[config.mk]
export PLATFORM = sky130hd
export DESIGN_NAME = uart_rx_word
export DESIGN_NICKNAME = d
export VERILOG_FILES = /design/src/rtl/uart_pkg.sv /design/src/rtl/uart_rx_word_fifo.sv /design/src/rtl/uart_rx_word.sv
export SDC_FILE = /design/constraint.sdc
export NUM_CORES = 1
export LEC_CHECK = 0
export BUFFER_PORTS_ARGS = -buffer_cell sky130_fd_sc_hd__buf_2
export CORE_MARGIN = 2
export CORE_UTILIZATION = 56
export CTS_BUF_LIST = sky130_fd_sc_hd__clkbuf_4 sky130_fd_sc_hd__clkbuf_8
export CTS_CLUSTER_DIAMETER = 100
export DETAILED_ROUTE_END_ITERATION = 10
export PLACE_DENSITY = 0.87
export SYNTH_ARGS = -nofsm -noshare
export SYNTH_HDL_FRONTEND = slang
export SYNTH_SLANG_ARGS = --single-unit
[constraint.sdc]
create_clock -name clk -period 2.58 [get_ports clk]
set_input_delay 0.774 -clock clk [delete_from_list [all_inputs] [get_ports clk]]
set_output_delay 0.774 -clock clk [all_outputs]
set_load 0.03 [all_outputs]
[src/rtl/uart_pkg.sv]
// Shared types and constants for the UART word receiver.
package uart_pkg;

    typedef enum logic [1:0] {RX_IDLE, RX_START, RX_DATA, RX_STOP} rx_state_t;

    localparam int DATA_BITS      = 8;
    localparam int BYTES_PER_WORD = 4;
    localparam int WORD_W         = DATA_BITS * BYTES_PER_WORD;

endpackage

[src/rtl/uart_rx_word_fifo.sv]
// Synchronous word FIFO with extra-MSB pointers; a push into a full FIFO
// without a simultaneous pop is dropped and flagged on drop_o.
module word_fifo #(
    parameter int WIDTH = 32,
    parameter int DEPTH = 4
) (
    input  logic             clk,
    input  logic             rstn,
    input  logic             push_i,
    input  logic [WIDTH-1:0] push_data_i,
    input  logic             pop_i,
    output logic [WIDTH-1:0] head_o,
    output logic             empty_o,
    output logic             full_o,
    output logic             drop_o
);

    localparam int AW = $clog2(DEPTH);

    logic [AW:0]      wptr_q, wptr_d;
    logic [AW:0]      rptr_q, rptr_d;
    logic [WIDTH-1:0] mem_q [DEPTH];
    logic             do_push, do_pop;

    assign empty_o = (wptr_q == rptr_q);
    assign full_o  = (wptr_q[AW] != rptr_q[AW]) && (wptr_q[AW-1:0] == rptr_q[AW-1:0]);
    assign do_pop  = pop_i && !empty_o;
    // A pop frees the slot on the same edge, so a full FIFO can still accept.
    assign do_push = push_i && (!full_o || do_pop);
    assign drop_o  = push_i && full_o && !do_pop;

    // Head reads as zero when empty so the output is clean out of reset.
    assign head_o = empty_o ? '0 : mem_q[rptr_q[AW-1:0]];

    always_comb begin
        wptr_d = wptr_q;
        rptr_d = rptr_q;
        if (do_push) wptr_d = wptr_q + 1'b1;
        if (do_pop)  rptr_d = rptr_q + 1'b1;
    end

    always_ff @(posedge clk) begin
        if (!rstn) begin
            wptr_q <= '0;
            rptr_q <= '0;
        end else begin
            wptr_q <= wptr_d;
            rptr_q <= rptr_d;
        end
    end

    always_ff @(posedge clk) begin
        if (do_push) mem_q[wptr_q[AW-1:0]] <= push_data_i;
    end

endmodule

[src/rtl/uart_rx_word.sv]
// 8N1 UART receiver that packs every four accepted bytes little-endian
// into a 32-bit word and queues the words for a valid/ready consumer.
module uart_rx_word #(
    parameter int CLKS_PER_BIT = 5,
    parameter int FIFO_DEPTH   = 4
) (
    input  logic        clk,
    input  logic        rstn,
    input  logic        rxd,
    output logic [31:0] word_data,
    output logic        word_valid,
    input  logic        word_ready,
    output logic [7:0]  rx_byte,
    output logic        rx_byte_valid,
    output logic        rx_busy,
    output logic        overrun,
    output logic        frame_err
);

    import uart_pkg::*;

    localparam int             CW   = $clog2(CLKS_PER_BIT);
    localparam logic [CW-1:0]  HALF = CW'(CLKS_PER_BIT / 2);
    localparam logic [CW-1:0]  LAST = CW'(CLKS_PER_BIT - 1);
    localparam int             AWB  = (BYTES_PER_WORD - 1) * DATA_BITS;

    logic                 sync1_q, sync2_q, rxd_s;
    rx_state_t            state_q, state_d;
    logic [CW-1:0]        cnt_q, cnt_d;
    logic [2:0]           bit_q, bit_d;
    logic [DATA_BITS-1:0] shift_q, shift_d;
    logic [DATA_BITS-1:0] rx_byte_q, rx_byte_d;
    logic                 rx_byte_valid_q, rx_byte_valid_d;
    logic [1:0]           bidx_q, bidx_d;
    logic [AWB-1:0]       asm_q, asm_d;
    logic                 frame_err_q, frame_err_d;
    logic                 overrun_q, overrun_d;

    logic                 push;
    logic [WORD_W-1:0]    push_word;
    logic                 fifo_empty, fifo_drop, fifo_pop;
    logic                 fifo_full_unused;  // drop already encodes full-without-pop

    assign rxd_s = sync2_q;

    always_ff @(posedge clk) begin
        if (!rstn) begin
            sync1_q <= 1'b1;
            sync2_q <= 1'b1;
        end else begin
            sync1_q <= rxd;
            sync2_q <= sync1_q;
        end
    end

    always_comb begin
        state_d         = state_q;
        cnt_d           = cnt_q;
        bit_d           = bit_q;
        shift_d         = shift_q;
        rx_byte_d       = rx_byte_q;
        rx_byte_valid_d = 1'b0;
        bidx_d          = bidx_q;
        asm_d           = asm_q;
        frame_err_d     = frame_err_q;
        overrun_d       = overrun_q | fifo_drop;
        push            = 1'b0;
        push_word       = {shift_q, asm_q};

        case (state_q)
            RX_IDLE: begin
                if (!rxd_s) begin
                    state_d = RX_START;
                    cnt_d   = '0;
                end
            end
            RX_START: begin
                if (cnt_q == HALF) begin
                    if (rxd_s) begin
                        state_d = RX_IDLE;
                    end else begin
                        state_d = RX_DATA;
                        cnt_d   = '0;
                        bit_d   = 3'd0;
                    end
                end else begin
                    cnt_d = cnt_q + 1'b1;
                end
            end
            RX_DATA: begin
                if (cnt_q == LAST) begin
                    shift_d[bit_q] = rxd_s;
                    cnt_d          = '0;
                    if (bit_q == 3'd7) state_d = RX_STOP;
                    else               bit_d   = bit_q + 3'd1;
                end else begin
                    cnt_d = cnt_q + 1'b1;
                end
            end
            RX_STOP: begin
                if (cnt_q == LAST) begin
                    // Back to idle right away so an early next start bit is caught.
                    state_d = RX_IDLE;
                    if (rxd_s) begin
                        rx_byte_d       = shift_q;
                        rx_byte_valid_d = 1'b1;
                        bidx_d          = bidx_q + 2'd1;
                        case (bidx_q)
                            2'd0:    asm_d[7:0]   = shift_q;
                            2'd1:    asm_d[15:8]  = shift_q;
                            2'd2:    asm_d[23:16] = shift_q;
                            default: push         = 1'b1;
                        endcase
                    end else begin
                        frame_err_d = 1'b1;
                    end
                end else begin
                    cnt_d = cnt_q + 1'b1;
                end
            end
            default: state_d = RX_IDLE;
        endcase
    end

    always_ff @(posedge clk) begin
        if (!rstn) begin
            state_q         <= RX_IDLE;
            cnt_q           <= '0;
            bit_q           <= '0;
            shift_q         <= '0;
            rx_byte_q       <= '0;
            rx_byte_valid_q <= 1'b0;
            bidx_q          <= '0;
            asm_q           <= '0;
            frame_err_q     <= 1'b0;
            overrun_q       <= 1'b0;
        end else begin
            state_q         <= state_d;
            cnt_q           <= cnt_d;
            bit_q           <= bit_d;
            shift_q         <= shift_d;
            rx_byte_q       <= rx_byte_d;
            rx_byte_valid_q <= rx_byte_valid_d;
            bidx_q          <= bidx_d;
            asm_q           <= asm_d;
            frame_err_q     <= frame_err_d;
            overrun_q       <= overrun_d;
        end
    end

    assign fifo_pop = !fifo_empty && word_ready;

    word_fifo #(
        .WIDTH (WORD_W),
        .DEPTH (FIFO_DEPTH)
    ) u_fifo (
        .clk         (clk),
        .rstn        (rstn),
        .push_i      (push),
        .push_data_i (push_word),
        .pop_i       (fifo_pop),
        .head_o      (word_data),
        .empty_o     (fifo_empty),
        .full_o      (fifo_full_unused),
        .drop_o      (fifo_drop)
    );

    assign word_valid    = !fifo_empty;
    assign rx_byte       = rx_byte_q;
    assign rx_byte_valid = rx_byte_valid_q;
    assign rx_busy       = (state_q != RX_IDLE);
    assign overrun       = overrun_q;
    assign frame_err     = frame_err_q;

endmodule
==> run metrics, run 1 <==
Hold/Removal Path Class reg2reg; mux cell area share after synthesis 11.04%; Yosys top cell area share 50.40%; share of async-settable or async-resettable flops after synthesis 0%; Max Fanout on Critical Path 12; drt via density 5.908; average wire per standard cell 21.02 um; fmax 0.3652 GHz; DIE HEIGHT 120.7 um; failing checks setup timing; Clock transition at path regs 90 ps; initial antenna violation count 0; Ports 49; final hold violation count 0; layout cell share with drive strength beyond 1 30.91%; Synth Area in Adders 2.297%; cell area power density 567.7 nW/um2; Gate Count Post-Synth 519; grt total ovfl 0; crit start category register; Die ar. 14570 um2; status finished with violations; Post-DP Area 8137 um2; Slew Limit Fails 0; Yosys cell types 50; CTS max path bufs 2; vias in the first global route 4605; Global Route Usage Sum 22.92%; CTS tree done; ant diodes 0; DRT antenna net count 0; Arr. time, crit path 1960 ps; Final Skew 15.96 ps; hold path depth 1; drt pass-1 iters 6; Rel. slew slack 45.87%; setup repair after global routing missed its margin true; via count 4537; largest family of logic cells by synthesized area simple AND/OR/NAND/NOR gates; DRC 0; Layout Nets 597; crit share post-route 106.1%; CP endpoint kind output pin; Yosys warning count 0; Synth area leader edfxtp_1; Final Cell Area 8992 um2; Post-synth top flop edfxtp_1; Synth top cells by count 128 x edfxtp_1, 63 x dfxtp_1, 59 x nand2_1; Detailed Route Iter0 Violations 413; die width 120.7 um; Worst R2R Path Depth 7; first-pass GRT wire length 24.56 mm; Placer Congestion 0.8314; WS Path Type reg2out; number of synthesized flops with an enable pin 128; Synth Area in XOR/XNOR 1.001%; Rows 42; Core ar. 13300 um2; final worst path period need 2738 ps; total power 5105 uW; worst vdd ir 0.4216 mV; clock root buffer clkbuf_8; Initial Util 57.36%; largest net degree at the start of global routing 48; #FFs+latches synth 191; Hold-fix buffers, CTS 0; Worst Max-Slew Pin Slew 810.8 ps; Lkg Pwr 0.003166 uW; P&R area growth vs syn 17.92%; Synth Area in Simple Gates 11.26%; final WL 16.15 mm; Setup WS post-layout -158.2 ps; CTS buffer count 17; Port Buffer Count 48; Final HPWL DP 9.426 mm; max cap viols 0; post-synthesis instance area 7626 um2; clock net sink count 191; clk_lat worst skew 480 ps; Area contributors post-synth edfxtp_1 50%, dfxtp_1 17%, mux4_2 9.5%; most frequent cell after synthesis edfxtp_1; syn avg cell area 14.69 um2; Synth Area in Compound Gates 4.758%; H-tree depth 4; syn nets 537; register area share after synthesis 66.94%; # setup viols final 33; Worst Path Required 1810 ps
## registers in the layout, summed over array words and instances (netlist names), named ones only
signal / cells
rx_byte: 8
sync1_q: 1
bidx_q: 2
state_q: 1
bit_q: 3
asm_q: 24
u_fifo.mem_q: 128
rx_byte_valid: 1
u_fifo.rptr_q: 3
overrun: 1
shift_q: 8
rxd_s: 1
cnt_q: 3
u_fifo.wptr_q: 3
frame_err: 1
## power breakdown
group / internal, uW / total (uW) / leakage [uW] / switching, uW
Combinational: 10.8 / 40.9 / 0.00124 / 30.1
Clock: 803 / 1840 / 0.000195 / 1040
Sequential: 3220 / 3220 / 0.00174 / 2.03
Total: 4030 / 5110 / 0.00317 / 1070
## cell families after synthesis
kind of cell               Yosys count
AOI/OAI and AO/OA                   57
xor gates and xnor gates             7
adders and majority gates           14
buffers and inverters               40
DFF                                191
muxes                               44
and+or+nand+nor                    166
## critical path, cell delays in order, from the launching register on
cell	delay, ps
dfxtp_4	380
xor2_4	190
or3_4	450
buf_12	180
and2_4	160
buf_6	130
## metrics by stage
step                hold WS, ps  setup TNS (ps)  cells  setup WS, ps  utilization (%)
floorplan                 386.3               0    519         75.47                -
global placement          397.5               0    729         303.3            61.20
detailed placement        404.3               0    729         238.5            61.20
CTS                       428.9           -4435    764        -180.7            66.35
global route              447.7           -6622    768        -214.6            67.64
finish                    420.0           -4710    768        -158.2            67.64
## layout by cell type (no fill, tap or decap), types with 11 or more instances in the layout
master,netlist,final
mux2i_1,11,11
nand2_1,59,59
mux4_2,32,32
buf_2,6,15
edfxtp_1,128,128
nor2_1,17,17
ha_1,14,14
nand3_1,32,32
and2_4,0,28
clkbuf_8,0,17
a21oi_1,37,37
dfxtp_1,63,56
buf_6,4,34
## final timing paths
| kind | startpoint | slack, ps | endpoint |
|---|---|---|---|
| max | u_fifo.wptr_q[2]$_SDFFE_PN0P_ | -160 | word_data[29] |
| min | sync1_q$_SDFF_PN1_ | 420 | rxd_s$_SDFF_PN1_ |
| max reg2reg | cnt_q[0]$_SDFFE_PN0P_ | 460 | u_fifo.mem_q[1][0]$_DFFE_PP_ |
| min reg2reg | sync1_q$_SDFF_PN1_ | 420 | rxd_s$_SDFF_PN1_ |
## area by class of cell
type,instances,area (um2)
inverter,9,33.78
tap,176,220.2
clock inverter,12,108.9
fill,874,4303
sequential,191,5121
clock buffer,20,256.5
multi-input combinational,288,2426
timing repair buffer,72,825.8
## routing by layer
layer | vias up | track usage (%) | share of wire (%)
met5 | - | 0 | 0
met4 | 0 | 7.922 | 1.8
met3 | 29 | 5.566 | 6.8
met2 | 201 | 38.91 | 52
met1 | 2269 | 28.92 | 39
li1 | 2038 | - | -
## repair_timing
action	CTS	global route
setup endpoints to repair	33	33
pin swaps	8	19
gates cloned	2	3
buffers inserted	1	1
gates resized for setup	88	31
No activity file was read; power rests on OpenSTA's default activity.
==> run 2: changes to the inputs <==
--- a/config.mk
+++ b/config.mk
@@ -7,11 +7,12 @@
 export LEC_CHECK = 0
 export BUFFER_PORTS_ARGS = -buffer_cell sky130_fd_sc_hd__buf_2
 export CORE_MARGIN = 2
-export CORE_UTILIZATION = 56
+export CORE_UTILIZATION = 50
 export CTS_BUF_LIST = sky130_fd_sc_hd__clkbuf_4 sky130_fd_sc_hd__clkbuf_8
 export CTS_CLUSTER_DIAMETER = 100
 export DETAILED_ROUTE_END_ITERATION = 10
-export PLACE_DENSITY = 0.87
+export PLACE_DENSITY = 0.7
+export SLEW_MARGIN = 20
 export SYNTH_ARGS = -nofsm -noshare
 export SYNTH_HDL_FRONTEND = slang
 export SYNTH_SLANG_ARGS = --single-unit
==> run 2 against run 1 <==
Net effect: cell count rose by 1.6%; critical path type unchanged; the run still ends with setup timing left; worst hold slack got worse by 4.6 ps; maximum frequency increased by 1.1%; core utilization fell by 7.4 points; via count fell by 3.5%; die area grew 12%.
==> run metrics, run 2 (synthesis gave the netlist of run 1 again) <==
Final Skew 18.01 ps (+2.044 ps); via count 4378 (-3.5%); Layout Nets 597 (unchanged); crit start category register; largest net degree at the start of global routing 48 (unchanged); Buf/Inv on CP 2 (unchanged); worst vdd ir 0.4621 mV (+9.6%); Slew Limit Fails 0 (unchanged); Hold/Removal Path Class reg2reg; clock net sink count 191 (unchanged); Initial Util 50.73% (-6.6 points); final worst path period need 2708 ps (-30.72 ps); final WL 14.63 mm (-9.4%); CP Launch Point u_fifo.rptr_q[2]$_SDFFE_PN0N_; critical path cell sequence xor2_4 -> or3_4 -> clkbuf_16 -> and2_4 -> buf_6; RR Startpoint cnt_q[0]$_SDFFE_PN0P_; cell area power density 572.8 nW/um2 (+0.89%); Max stage delay on crit path 460 ps (about the same); HP Start sync1_q$_SDFF_PN1_; Detailed Route Iter0 Violations 247 (-40%); DRT antenna net count 0 (unchanged); max cap viols 0 (unchanged); Worst Path Required 1810 ps (about the same); Placer Congestion 0.7507 (-9.7%); failing checks setup timing; status finished with violations; initial antenna violation count 0 (unchanged); vias in the first global route 4360 (-5.3%); DRC 0 (unchanged); Die ar. 16260 um2 (+12%); crit share post-route 104.9% (-1.2 points); Ports 49 (unchanged); Lkg Pwr 0.003181 uW (+0.47%); die width 127.5 um (+5.6%); Final HPWL DP 8.596 mm (-8.8%); most frequent cells in the layout 128 x edfxtp_1, 59 x nand2_1, 56 x dfxtp_1, 37 x a21oi_1, 34 x buf_6; Arr. time, crit path 1930 ps (-30 ps); Rel. slew slack 45.48% (-0.39 points); H-tree depth 4 (unchanged); max reg flops 128 (unchanged); Setup WS post-layout -127.5 ps (+30.72 ps); CTS buffer count 17 (unchanged); average wire per standard cell 18.75 um (-11%); CTS max path bufs 2 (unchanged); P&R area growth vs syn 18.65%; Worst Max-Slew Pin Slew 816.6 ps (+5.785 ps); CP max stage cell or3_4; Global Route Usage Sum 19.05% (-3.9 points); DIE HEIGHT 127.5 um (+5.6%); fmax 0.3693 GHz (+1.1%); grt total ovfl 0 (unchanged); Clock transition at path regs 90 ps (about the same); dpl cells 738 (+1.2%); Core ar. 15030 um2 (+13%); Port Buffer Count 48 (unchanged); drt via density 5.613 (-5.0%); clk_lat worst skew 450 ps (-30 ps); Finished Layout Cells 780 (+1.6%); CP delay by family, top simple AND/OR/NAND/NOR gates; CTS tree done; layout cell share with drive strength beyond 1 31.76% (+0.84 points); drt pass-1 iters 4 (-2); ant diodes 0 (unchanged); WS Path Type reg2out; CP endpoint kind output pin; final hold violation count 0 (unchanged); clock root buffer clkbuf_8; Rows 45 (+7.1%); commonest non-fill, non-tap cell in the layout edfxtp_1; setup repair after global routing missed its margin true; # setup viols final 32 (-3.0%); Max Fanout on Critical Path 7 (-5); Final Core Density 60.19% (-7.4 points); first-pass GRT wire length 23.65 mm (-3.7%)
==> run 2: final timing paths <==
kind         cells after the start                       endpoint  slack (ps)
max reg2reg                      7  u_fifo.mem_q[3][14]$_DFFE_PP_         510
max                              5                  word_data[11]        -130
min                              1               rxd_s$_SDFF_PN1_         420
min reg2reg                      1               rxd_s$_SDFF_PN1_         420
==> run 2: area by class of cell <==
| cell class | count | area, um2 |
|---|---|---|
| Sequential cell | 191 | 5129 |
| Inverter | 9 | 33.78 |
| Clock inverter | 11 | 126.4 |
| Timing Repair Buffer | 72 | 800.8 |
| Multi-Input combinational cell | 288 | 2447 |
| Fill cell | 1120 | 5984 |
| Tap cell | 188 | 235.2 |
| Clock buffer | 21 | 276.5 |
==> run 2: power breakdown <==
part	switching (uW)	total [uW]	internal, uW
clock network	1050	1920	871
logic	29.9	40.8	10.9
registers	2.25	3220	3220
==> run 2: metrics by stage <==
| stage | setup TNS [ps] | cell area, um2 | total power (uW) | hold slack, ps | worst slack, ps |
|---|---|---|---|---|---|
| floorplan | 0 | 7632 | 3323 | 386.3 | 75.47 |
| global placement | 0 | 8117 | 3334 | 394.6 | 217.8 |
| detailed placement | 0 | 8117 | 3335 | 397.7 | 207.6 |
| CTS | -4542 | 8974 | 5234 | 421.2 | -155.9 |
| global route | -5915 | 9049 | 5361 | 444.0 | -208.0 |
| finish | -3520 | 9049 | 5183 | 415.3 | -127.5 |
==> run 2: timing repair <==
action / in CTS / in global routing
setup buffers: 4 / 4
setup endpoints to repair: 33 / 33
hold buffers: 0 / 0
pin swaps: 23 / 7
resized for setup: 108 / 18
gates cloned: 3 / 1
==> run 2: layer usage <==
| layer | share of wire [%] | routed length, um | track usage [%] |
|---|---|---|---|
| met1 | 44 | 6426 | 26.17 |
| met2 | 50 | 7349 | 30.98 |
| met3 | 4.6 | 669 | 3.601 |
| met4 | 1.3 | 183 | 6.270 |
| met5 | 0 | 0 | 0 |
==> run 3: changes to the inputs <==
--- a/config.mk
+++ b/config.mk
@@ -8,10 +8,10 @@
 export BUFFER_PORTS_ARGS = -buffer_cell sky130_fd_sc_hd__buf_2
 export CORE_MARGIN = 2
 export CORE_UTILIZATION = 50
-export CTS_BUF_LIST = sky130_fd_sc_hd__clkbuf_4 sky130_fd_sc_hd__clkbuf_8
+export CTS_BUF_LIST = sky130_fd_sc_hd__clkbuf_4
 export CTS_CLUSTER_DIAMETER = 100
 export DETAILED_ROUTE_END_ITERATION = 10
-export PLACE_DENSITY = 0.7
+export PLACE_DENSITY = 0.68
 export SLEW_MARGIN = 20
 export SYNTH_ARGS = -nofsm -noshare
 export SYNTH_HDL_FRONTEND = slang
==> constraint.sdc (replaced) <==
create_clock -name clk -period 3.45 [get_ports clk]
set_input_delay 1.035 -clock clk [delete_from_list [all_inputs] [get_ports clk]]
set_output_delay 1.035 -clock clk [all_outputs]
set_load 0.03 [all_outputs]
==> run 3 against run 2 <==
Net effect: the flow now finishes without violations; register-to-register slack better by 110 ps; core utilization down 4.7 points; critical endpoint is now word_data[0]; sequential power down 25%; setup slack better by 290 ps; die area unchanged; clock skew up 1.7 ps.
==> run metrics, run 3 (synthesis gave the netlist of run 1 again) <==
Worst Path Required 2410 ps (+600 ps); Finished Layout Cells 772 (-1.0%); Initial Util 50.73% (unchanged); final WL 14.40 mm (-1.6%); DR WL met3 768 um (+15%); Setup WS post-layout 164.5 ps (+292.0 ps); H-tree depth 4 (unchanged); worst vdd ir 0.1945 mV (-58%); WS Path Type reg2out; final hold violation count 0 (unchanged); Placer Congestion 0.7491 (-0.21%); CP max stage cell or3_4; Slew Limit Fails 0 (unchanged); DIE HEIGHT 127.5 um (unchanged); setup tns final 0 ps (+3520 ps); drt pass-1 iters 4 (unchanged); setup repair after global routing missed its margin false; clock net sink count 191 (unchanged); # setup viols final 0 (-100%); Worst Max-Slew Pin Slew 832.9 ps (+16.30 ps); FILL cells 1228 (+9.6%); Rel. slew slack 44.39% (-1.1 points); WL met2 7.294 mm (-0.75%); Die ar. 16260 um2 (unchanged); final worst path period need 3286 ps; largest net degree at the start of global routing 48 (unchanged); first-pass GRT wire length 22.86 mm (-3.3%); max cap viols 0 (unchanged); clock root buffer clkbuf_4; crit share post-route 95.23%; Lkg Pwr 0.002971 uW (-6.6%); CTS buffer count 17 (unchanged); Core ar. 15030 um2 (unchanged); Port Buffer Count 48 (unchanged); crit start category register; Detailed Route Iter0 Violations 233 (-5.7%); Final HPWL DP 8.960 mm (+4.2%); initial antenna violation count 1 (+1); die width 127.5 um (unchanged); grt total ovfl 0 (unchanged); average wire per standard cell 18.65 um (-0.55%); DRT antenna net count 0 (unchanged); commonest non-fill, non-tap cell in the layout edfxtp_1; via count 4290 (-2.0%); Final Skew 19.75 ps (+1.748 ps); Max Used Layer met4; CP endpoint kind output pin; Arr. time, crit path 2250 ps (+320 ps); P&R area growth vs syn 9.467%; vias in the first global route 4325 (-0.80%); CTS max path bufs 2 (unchanged); DRC 0 (unchanged); cell area power density 439.0 nW/um2 (-23%); Rows 45 (unchanged); Final Core Density 55.53% (-4.7 points); Ports 49 (unchanged); status finished, final reports clean; most frequent cells in the layout 128 x edfxtp_1, 62 x dfxtp_1, 59 x nand2_1, 48 x buf_2; layout cell share with drive strength beyond 1 23.50% (-8.3 points); clk_lat worst skew 560 ps (+110 ps); Layout Nets 588 (-1.5%); wire length on met1 6.254 mm (-2.7%); max reg flops 128 (unchanged); dpl cells 739 (+0.14%); Global Route Usage Sum 18.82% (-0.23 points); CTS tree done; drt via density 5.557 (-0.99%); Place WS 450.9 ps (+243.2 ps); Clock transition at path regs 130 ps (+40 ps); critical path cell sequence xor2_2 -> or3_4 -> buf_4 -> and2_1 -> buf_2; Max Fanout on Critical Path 19 (+12); Hold/Removal Path Class reg2reg; Max stage delay on crit path 500 ps (+40 ps); fmax 0.3044 GHz
## run 3: critical path: cells and delay by family (launching register included)
kind	cells	cell delay, ps
xor+xnor	1	160
buf+inv	2	410
flops	1	480
simple gates	2	660
## run 3: timing repair
| item | in CTS | in global routing |
|---|---|---|
| hold buffers | 0 | 0 |
| buffers inserted | 0 | 0 |
| gates resized for setup | 1 | 0 |
| endpoints found under the hold margin | 0 | 0 |
| setup endpoints to repair | 19 | 0 |
## run 3: power breakdown
group / leakage [uW] / switching, uW / internal, uW / total (uW)
clock network: 0.000159 / 724 / 499 / 1220
logic: 0.00108 / 20.9 / 6.94 / 27.9
registers: 0.00173 / 2.73 / 2410 / 2410
total: 0.00297 / 748 / 2920 / 3660
## run 3: metal layers
layer	up-vias	GRT usage, %
met2	107	31.71
met3	6	3.601
met1	2152	24.57
met5	-	0
li1	2025	-
met4	0	6.787
## run 3: final cells by class
| type | count | area [um2] | share of cell area (%) |
|---|---|---|---|
| tap | 188 | 235.2 | 2.818 |
| inverter | 9 | 33.78 | 0.4047 |
| sequential | 191 | 5106 | 61.17 |
| multi-input combinational | 288 | 2326 | 27.86 |
| antenna | 1 | 2.502 | 0.02998 |
| timing repair buffer | 63 | 352.8 | 4.227 |
| clock inverter | 15 | 163.9 | 1.963 |
| clock buffer | 17 | 127.6 | 1.529 |
## run 3: per-stage QoR
step           hold slack (ps)  power (uW)  instance area, um2
2_1_floorplan            386.3        2485                7626
3_3_place_gp             394.8        2493                8049
3_5_place_dp             411.0        2494                8049
4_1_cts                  440.0        3698                8346
5_1_grt                  456.2        3778                8348
6_report                 429.6        3665                8348
## run 3: final timing paths
check	cells past startpoint	slack (ps)	endpoint	from
max	5	160	word_data[0]	u_fifo.wptr_q[1]$_SDFFE_PN0P_
max reg2reg	7	620	u_fifo.mem_q[1][20]$_DFFE_PP_	cnt_q[0]$_SDFFE_PN0P_
min reg2reg	1	430	rxd_s$_SDFF_PN1_	sync1_q$_SDFF_PN1_
min	1	430	rxd_s$_SDFF_PN1_	sync1_q$_SDFF_PN1_
